**config.mk**
```make
export PLATFORM = sky130hd
export DESIGN_NAME = mv_pe_flat
export DESIGN_NICKNAME = d
export VERILOG_FILES = /design/src/rtl/mv_pe_if.sv /design/src/rtl/mv_pe.sv /design/src/flat_wrapper.sv
export SDC_FILE = /design/constraint.sdc
export NUM_CORES = 2
export LEC_CHECK = 0
export BUFFER_PORTS_ARGS = -buffer_cell sky130_fd_sc_hd__buf_2
export CAP_MARGIN = 20
export CORE_MARGIN = 2
export CORE_UTILIZATION = 50
export DETAILED_ROUTE_END_ITERATION = 7
export GPL_TIMING_DRIVEN = 0
export HOLD_SLACK_MARGIN = 0.03
export PLACE_DENSITY_LB_ADDON = 0.15
export SLEW_MARGIN = 20
export SYNTH_ARGS = -nofsm -noshare
export SYNTH_HDL_FRONTEND = slang
export SYNTH_SLANG_ARGS = --single-unit
```
**constraint.sdc**
```tcl
create_clock -name ap_clk -period 7.62 [get_ports ap_clk]
set_input_delay 1.143 -clock ap_clk [delete_from_list [all_inputs] [get_ports ap_clk]]
set_output_delay 1.143 -clock ap_clk [all_outputs]
set_load 0.02 [all_outputs]
```
**src/rtl/mv_pe_if.sv**
```systemverilog
// Memory-side bundle for mv_pe: matrix (a), vector (x) and result (y) ports,
// each with a valid input so the port can sit behind a stalling cache.
interface mv_pe_if #(
    parameter int ADDR_W = 32,
    parameter int DATA_W = 32
);
    logic [ADDR_W-1:0] a_address0;
    logic              a_ce0;
    logic [DATA_W-1:0] a_q0;
    logic              a_valid0;
    logic [ADDR_W-1:0] x_address0;
    logic              x_ce0;
    logic [DATA_W-1:0] x_q0;
    logic              x_valid0;
    logic [ADDR_W-1:0] y_address0;
    logic              y_ce0;
    logic              y_we0;
    logic [DATA_W-1:0] y_d0;
    logic [DATA_W-1:0] y_q0;
    logic              y_valid0;

    modport master (
        output a_address0, a_ce0, x_address0, x_ce0,
        output y_address0, y_ce0, y_we0, y_d0,
        input  a_q0, a_valid0, x_q0, x_valid0, y_q0, y_valid0
    );
    modport slave (
        input  a_address0, a_ce0, x_address0, x_ce0,
        input  y_address0, y_ce0, y_we0, y_d0,
        output a_q0, a_valid0, x_q0, x_valid0, y_q0, y_valid0
    );
endinterface

```
**src/rtl/mv_pe.sv**
```systemverilog
// Integer matrix-vector PE: y[i] = alpha*sum_j(A[i*n+j]*x[j]) + beta*y[i].
// Define MV_SCALE_EN for alpha/beta scaling; otherwise y[i] = sum and y is write-only.
module mv_pe #(
    parameter int ADDR_W = 32,
    parameter int DATA_W = 32
) (
    input  logic              ap_clk,
    input  logic              ap_rst_n,
    input  logic              ap_start,
    output logic              ap_done,
    output logic              ap_idle,
    output logic              ap_ready,
    output logic              ap_return,
    input  logic [DATA_W-1:0] m,
    input  logic [DATA_W-1:0] n,
    input  logic [DATA_W-1:0] alpha,
    input  logic [DATA_W-1:0] beta,
    mv_pe_if.master           mem,
    output logic              memory_stall
);
    typedef enum logic [2:0] {IDLE, RD_Y, WT_Y, RD_AX, MAC, WR_Y, DONE} state_t;

    state_t            state, state_nxt;
    logic [DATA_W-1:0] m_r, n_r, i_r, j_r, row_base, acc;
    logic              ret_r;
    logic              ax_ok;

    assign ax_ok = mem.a_valid0 & mem.x_valid0;

`ifdef MV_SCALE_EN
    logic [DATA_W-1:0] alpha_r, beta_r, y_cap;
`else
    logic unused_scale;
    assign unused_scale = ^{alpha, beta, mem.y_q0, mem.y_valid0};
`endif

    always_ff @(posedge ap_clk or negedge ap_rst_n) begin
        if (!ap_rst_n) state <= IDLE;
        else           state <= state_nxt;
    end

    always_comb begin
        state_nxt      = state;
        ap_idle        = 1'b0;
        ap_done        = 1'b0;
        ap_ready       = 1'b0;
        memory_stall   = 1'b0;
        mem.a_ce0      = 1'b0;
        mem.x_ce0      = 1'b0;
        mem.y_ce0      = 1'b0;
        mem.y_we0      = 1'b0;
        mem.a_address0 = ADDR_W'(row_base + j_r);
        mem.x_address0 = ADDR_W'(j_r);
        mem.y_address0 = ADDR_W'(i_r);
        // Truncated two's-complement arithmetic: low bits match signed math.
`ifdef MV_SCALE_EN
        mem.y_d0       = alpha_r * acc + beta_r * y_cap;
`else
        mem.y_d0       = acc;
`endif
        case (state)
            IDLE: begin
                ap_idle = 1'b1;
                if (ap_start) begin
                    if (m == '0) state_nxt = DONE;
`ifdef MV_SCALE_EN
                    else         state_nxt = RD_Y;
`else
                    else         state_nxt = (n == '0) ? WR_Y : RD_AX;
`endif
                end
            end
            RD_Y: begin
                mem.y_ce0 = 1'b1;
                state_nxt = WT_Y;
            end
            WT_Y: begin
`ifdef MV_SCALE_EN
                // Hold ce/address of the pending read while the cache stalls.
                if (mem.y_valid0) state_nxt = (n_r == '0) ? WR_Y : RD_AX;
                else begin
                    mem.y_ce0    = 1'b1;
                    memory_stall = 1'b1;
                end
`endif
            end
            RD_AX: begin
                mem.a_ce0 = 1'b1;
                mem.x_ce0 = 1'b1;
                state_nxt = MAC;
            end
            MAC: begin
                if (ax_ok) state_nxt = (j_r == n_r - 1'b1) ? WR_Y : RD_AX;
                else begin
                    mem.a_ce0    = 1'b1;
                    mem.x_ce0    = 1'b1;
                    memory_stall = 1'b1;
                end
            end
            WR_Y: begin
                mem.y_ce0 = 1'b1;
                mem.y_we0 = 1'b1;
                if (i_r == m_r - 1'b1) state_nxt = DONE;
`ifdef MV_SCALE_EN
                else                   state_nxt = RD_Y;
`else
                else                   state_nxt = (n_r == '0) ? WR_Y : RD_AX;
`endif
            end
            DONE: begin
                ap_done   = 1'b1;
                ap_ready  = 1'b1;
                state_nxt = IDLE;
            end
            default: state_nxt = IDLE;
        endcase
    end

    assign ap_return = ret_r;

    always_ff @(posedge ap_clk or negedge ap_rst_n) begin
        if (!ap_rst_n) begin
            m_r      <= '0;
            n_r      <= '0;
            i_r      <= '0;
            j_r      <= '0;
            row_base <= '0;
            acc      <= '0;
            ret_r    <= 1'b0;
`ifdef MV_SCALE_EN
            alpha_r  <= '0;
            beta_r   <= '0;
            y_cap    <= '0;
`endif
        end else begin
            case (state)
                IDLE: if (ap_start) begin
                    m_r      <= m;
                    n_r      <= n;
                    i_r      <= '0;
                    j_r      <= '0;
                    row_base <= '0;
                    acc      <= '0;
                    ret_r    <= (m != '0);
`ifdef MV_SCALE_EN
                    alpha_r  <= alpha;
                    beta_r   <= beta;
`endif
                end
`ifdef MV_SCALE_EN
                WT_Y: if (mem.y_valid0) begin
                    y_cap <= mem.y_q0;
                    acc   <= '0;
                    j_r   <= '0;
                end
`endif
                MAC: if (ax_ok) begin
                    acc <= acc + mem.a_q0 * mem.x_q0;
                    j_r <= j_r + 1'b1;
                end
                // Row base advances by n each row, so no i*n multiplier is needed.
                WR_Y: begin
                    i_r      <= i_r + 1'b1;
                    row_base <= row_base + n_r;
                    j_r      <= '0;
                    acc      <= '0;
                end
                default: ;
            endcase
        end
    end
endmodule

```
**src/flat_wrapper.sv**
```systemverilog
// flat-port wrapper written by rule: the top's interface ports become plain ports
module mv_pe_flat 
#(
    parameter int ADDR_W = 32,
    parameter int DATA_W = 32
)
  (ap_clk, ap_rst_n, ap_start, ap_done, ap_idle, ap_ready, ap_return, m, n, alpha, beta, memory_stall, mem_a_address0, mem_a_ce0, mem_x_address0, mem_x_ce0, mem_y_address0, mem_y_ce0, mem_y_we0, mem_y_d0, mem_a_q0, mem_a_valid0, mem_x_q0, mem_x_valid0, mem_y_q0, mem_y_valid0);
  mv_pe_if #(.ADDR_W(ADDR_W), .DATA_W(DATA_W)) mem_i ();
  input  logic ap_clk;
  input  logic ap_rst_n;
  input  logic ap_start;
  output logic ap_done;
  output logic ap_idle;
  output logic ap_ready;
  output logic ap_return;
  input  logic [DATA_W-1:0] m;
  input  logic [DATA_W-1:0] n;
  input  logic [DATA_W-1:0] alpha;
  input  logic [DATA_W-1:0] beta;
  output logic memory_stall;
  output wire logic [$bits(mem_i.a_address0)-1:0] mem_a_address0;
  output wire logic [$bits(mem_i.a_ce0)-1:0] mem_a_ce0;
  output wire logic [$bits(mem_i.x_address0)-1:0] mem_x_address0;
  output wire logic [$bits(mem_i.x_ce0)-1:0] mem_x_ce0;
  output wire logic [$bits(mem_i.y_address0)-1:0] mem_y_address0;
  output wire logic [$bits(mem_i.y_ce0)-1:0] mem_y_ce0;
  output wire logic [$bits(mem_i.y_we0)-1:0] mem_y_we0;
  output wire logic [$bits(mem_i.y_d0)-1:0] mem_y_d0;
  input wire logic [$bits(mem_i.a_q0)-1:0] mem_a_q0;
  input wire logic [$bits(mem_i.a_valid0)-1:0] mem_a_valid0;
  input wire logic [$bits(mem_i.x_q0)-1:0] mem_x_q0;
  input wire logic [$bits(mem_i.x_valid0)-1:0] mem_x_valid0;
  input wire logic [$bits(mem_i.y_q0)-1:0] mem_y_q0;
  input wire logic [$bits(mem_i.y_valid0)-1:0] mem_y_valid0;
  assign mem_a_address0 = mem_i.a_address0;
  assign mem_a_ce0 = mem_i.a_ce0;
  assign mem_x_address0 = mem_i.x_address0;
  assign mem_x_ce0 = mem_i.x_ce0;
  assign mem_y_address0 = mem_i.y_address0;
  assign mem_y_ce0 = mem_i.y_ce0;
  assign mem_y_we0 = mem_i.y_we0;
  assign mem_y_d0 = mem_i.y_d0;
  assign mem_i.a_q0 = mem_a_q0;
  assign mem_i.a_valid0 = mem_a_valid0;
  assign mem_i.x_q0 = mem_x_q0;
  assign mem_i.x_valid0 = mem_x_valid0;
  assign mem_i.y_q0 = mem_y_q0;
  assign mem_i.y_valid0 = mem_y_valid0;
  mv_pe #(.ADDR_W(ADDR_W), .DATA_W(DATA_W)) u_core (.ap_clk(ap_clk), .ap_rst_n(ap_rst_n), .ap_start(ap_start), .ap_done(ap_done), .ap_idle(ap_idle), .ap_ready(ap_ready), .ap_return(ap_return), .m(m), .n(n), .alpha(alpha), .beta(beta), .mem(mem_i), .memory_stall(memory_stall));
endmodule
```
==> results <==
- The total half-perimeter wirelength after legalization and detailed placement is 78,700 um.
- Across all setup checks in the final design, the least slack found is 0.140 ns.
- The post-synth design cell area is 30,100 um2.
- Counting every sink on the clock net gives 196.
- In this run the remaining antenna-violating nets after routing total 0.
- The wire length of the first global-routing pass is 148,000 um.
- The worst setup skew after layout is 0.0154 ns.
- In this run the critical register-to-register path is captured at u_core.mem.y_d0[31]$_DFFE_PN0P_.
- The clock-pin slew on the worst setup and hold paths is 0.08 ns.
- Final hold analysis gives a worst-case slack of 0.479 ns.
- The worst min-delay path class is primary input to asynchronous set/reset pin.
- The count of vias placed by the detailed router is 25,200.
- The post-synthesis area per instance is 8.65 um2.
- The area of the placeable core is 59,200 um2.
- The highest attainable clock frequency is 134 MHz.
- The cell seen most often among critical-path stages is sky130_fd_sc_hd__fa_1.
- At the end of routability-driven placement, the weighted congestion stood at 0.949.
- The flow ran to the end, and the final reports show no timing, DRC or antenna violations.
- The final cell area excluding filler cells is 33,500 um2.
- The violation count after the first detailed-routing iteration is 1,779.
- For this run, the post-layout net count is 4,618.
- The tree is rooted in a sky130_fd_sc_hd__clkbuf_16.
- The count of input and output buffers is 261.
- The number of clock buffers added by TritonCTS is 17.
- The setup slack at placement is -1.74 ns.
- The critical path contains buffers and inverters numbering 8 combined.
- Across the run, the number of max-cap violations was 0.
- The die is 249 um wide.
- Cells with a size suffix above 1 make up 11.1% of the layout.
- The number of placed I/O pins is 367.
- Of all nets on the critical path, the largest fanout is 10.
- The largest incremental delay on the critical path is 0.56 ns.
- STA classifies the critical path endpoint as a flip-flop.
- The data arrival time at the worst-slack endpoint is 7.81 ns.
- The number of different library cells used by synthesis comes to 70.
- Once the floorplan was initialized, standard cells occupied 50.8% of the core.
- For flop-to-flop paths, the worst setup slack is 0.84 ns.
- The CTS tree is done.
- The final max-slew violation count is 0.
- The maximum level of the CTS H-tree is 4.
- For this run, design rule violations remaining after detail routing come to 0.
- The class of the most critical setup path is primary input to flip-flop.
- The number of cell rows is 89.
- The worst slew margin relative to its limit is 30.9%.
- Measured along the y axis, the die boundary spans 249 um.
- The required time of the worst setup path is 7.95 ns.
- The final setup violation count is 0.
- The flip-flop cell with the highest count after synthesis is sky130_fd_sc_hd__dfrtp_1.
- The ratio of routed vias to standard cells is 5.55.
- The cell area after placement is 32,500 um2.
- The library cells used most frequently in the layout, excluding fill and tap cells, are 528 x sky130_fd_sc_hd__inv_1, 515 x sky130_fd_sc_hd__nand2_1, 440 x sky130_fd_sc_hd__fa_1.
- The later pin in the worst-skew pair is clocked with a latency of 0.48 ns.
- The die covers 62,200 um2.
- Leaving out fill and tap cells, the most frequent cell in the layout is sky130_fd_sc_hd__inv_1.
- The Yosys step of the flow raised 0 warnings.
- The via count of the first global-routing pass is 25,300.
- The number of buffers on the longest clock path is 2.
- After global routing the overflow that remains totals 0.
- The first TritonRoute pass finished after 5 iterations.
- The number of register bits inferred by synthesis is 196.
- The category of the worst setup path launch point is a primary input.
- The shortest period the worst path allows is 7.48 ns.
- When the netlist entered floorplanning its net count stood at 4,340.
- The number of antenna violations at the first check in global routing is 2.
- In the synthesized netlist the async set-or-reset flop fraction comes to 100%.
- The instance count of the mapped netlist is 3,480.
- In the final routed layout, each cell accounts on average for 20.8 um.
- The largest delay contributor family on the critical path is adder cells.
- The number of cells in the finished layout apart from fillers is 4,544.
- The final critical path takes up 98.2% of the cycle.
- Among all stages on the critical path, the largest delay is contributed by sky130_fd_sc_hd__fa_1.
- The area growth from synthesis to final layout is 11.2%.
- Summing the sequential cell areas from Yosys gives 16.3% of the chip area.
- The largest net degree at the start of global routing is 95.
- The aggregate routed wire length is 94,400 um.
- The worst flop-to-flop path startpoint is u_core.mem.y_d0[18]$_DFFE_PN0P_.
- The number of synthesized flops with an enable pin is 0.
- Counting cells, the worst reg-to-reg path comes to 24.
- The number of cells in the design after placement is 4,518.
- The hold buffer count at CTS is 0.
- The number of failing hold endpoints at the final stage came to 0.
- The slew at the pin with the worst max-slew slack is 1.03 ns.
- Global routing used 31.1% of the available tracks across all layers.
==> timing repair <==
action	4_1_cts	5_1_grt
buffers inserted	0	4
pin swaps	6	17
setup endpoints to repair	16	8
resized for setup	111	95
==> cell usage after synthesis (all sizes together) (13+ instances only) <==
master / count / area (um2)
a21o: 42 / 315
a21oi: 89 / 445
a31oi: 20 / 125
and2: 325 / 2030
and3: 15 / 93.8
buf: 13 / 61.3
clkbuf: 148 / 556
dfrtp: 196 / 4900
fa: 440 / 8810
ha: 190 / 2380
inv: 529 / 1990
nand2: 515 / 1930
nand3: 65 / 325
nand4: 32 / 200
nor2: 110 / 413
nor2b: 16 / 100
nor3: 38 / 190
nor4: 42 / 275
o211ai: 20 / 150
o21ai: 143 / 716
o22ai: 17 / 106
o31ai: 13 / 97.6
or3: 24 / 150
or4: 19 / 154
xnor2: 149 / 1310
xor2: 84 / 736
==> stage by stage <==
step	TNS [ns]	utilization, %
floorplan	0	-
global placement	-21.24	54.6
detailed placement	-20.97	54.8
CTS	0	56.1
global route	-0.0373	56.5
finish	0	56.5
==> kinds of logic (layout without fill, tap and decap cells) <==
kind of cell	Yosys count	in the layout	share of synthesized area (%)
other	0	1	0
AND/OR/NAND/NOR	1265	1265	21.1
buffers and inverters	690	980	8.65
flip-flops	196	196	16.3
adder cells (fa/ha/maj)	630	630	37.2
AO/OA/AOI/OAI	453	453	9.55
XOR/XNOR	233	233	6.78
multiplexers	13	13	0.437
==> layout make-up <==
type / instances / area [um2]
fill: 5534 / 25800
multi-input combinational: 2594 / 22800
sequential: 196 / 4900
inverter: 529 / 1990
timing repair buffer: 269 / 1440
tap: 773 / 967
buffer: 151 / 832
clock buffer: 19 / 443
clock inverter: 12 / 118
antenna: 1 / 2.50
==> how the worst max path moves through the flow <==
stage                     slack [ns]  depth (start not counted)                         endpoint          from
final                           0.14                         27  u_core.mem.y_d0[31]$_DFFE_PN0P_  mem_a_q0[14]
after global routing           -0.03                         24  u_core.mem.y_d0[31]$_DFFE_PN0P_  mem_x_q0[17]
after CTS                      0.008                         24  u_core.mem.y_d0[31]$_DFFE_PN0P_  mem_x_q0[14]
after detailed placement       -1.74                         26  u_core.mem.y_d0[31]$_DFFE_PN0P_   mem_a_q0[2]
after global placement         -1.74                         26  u_core.mem.y_d0[31]$_DFFE_PN0P_   mem_a_q0[2]
after floorplan                0.005                         25  u_core.mem.y_d0[30]$_DFFE_PN0P_   mem_x_q0[4]
==> sequential cells by signal (all words and copies together), names as in the netlist <==
register,count
u_core.ap_return,1
u_core.n_r,32
u_core.row_base,32
u_core.mem.y_address0,32
u_core.state,3
u_core.m_r,32
u_core.mem.x_address0,32
u_core.mem.y_d0,32
==> per-layer routing <==
layer | vias up | track usage, % | wire length (um)
met5 | - | 0 | 0
met4 | 0 | 11.1 | 3470
met3 | 149 | 5.09 | 6250
met2 | 844 | 51.6 | 45600
met1 | 12600 | 41.1 | 39100
li1 | 11600 | - | -
Power is left out: the tool's default activity adds up to more than one toggle a clock period on the data nets, which glitch-free logic cannot reach.
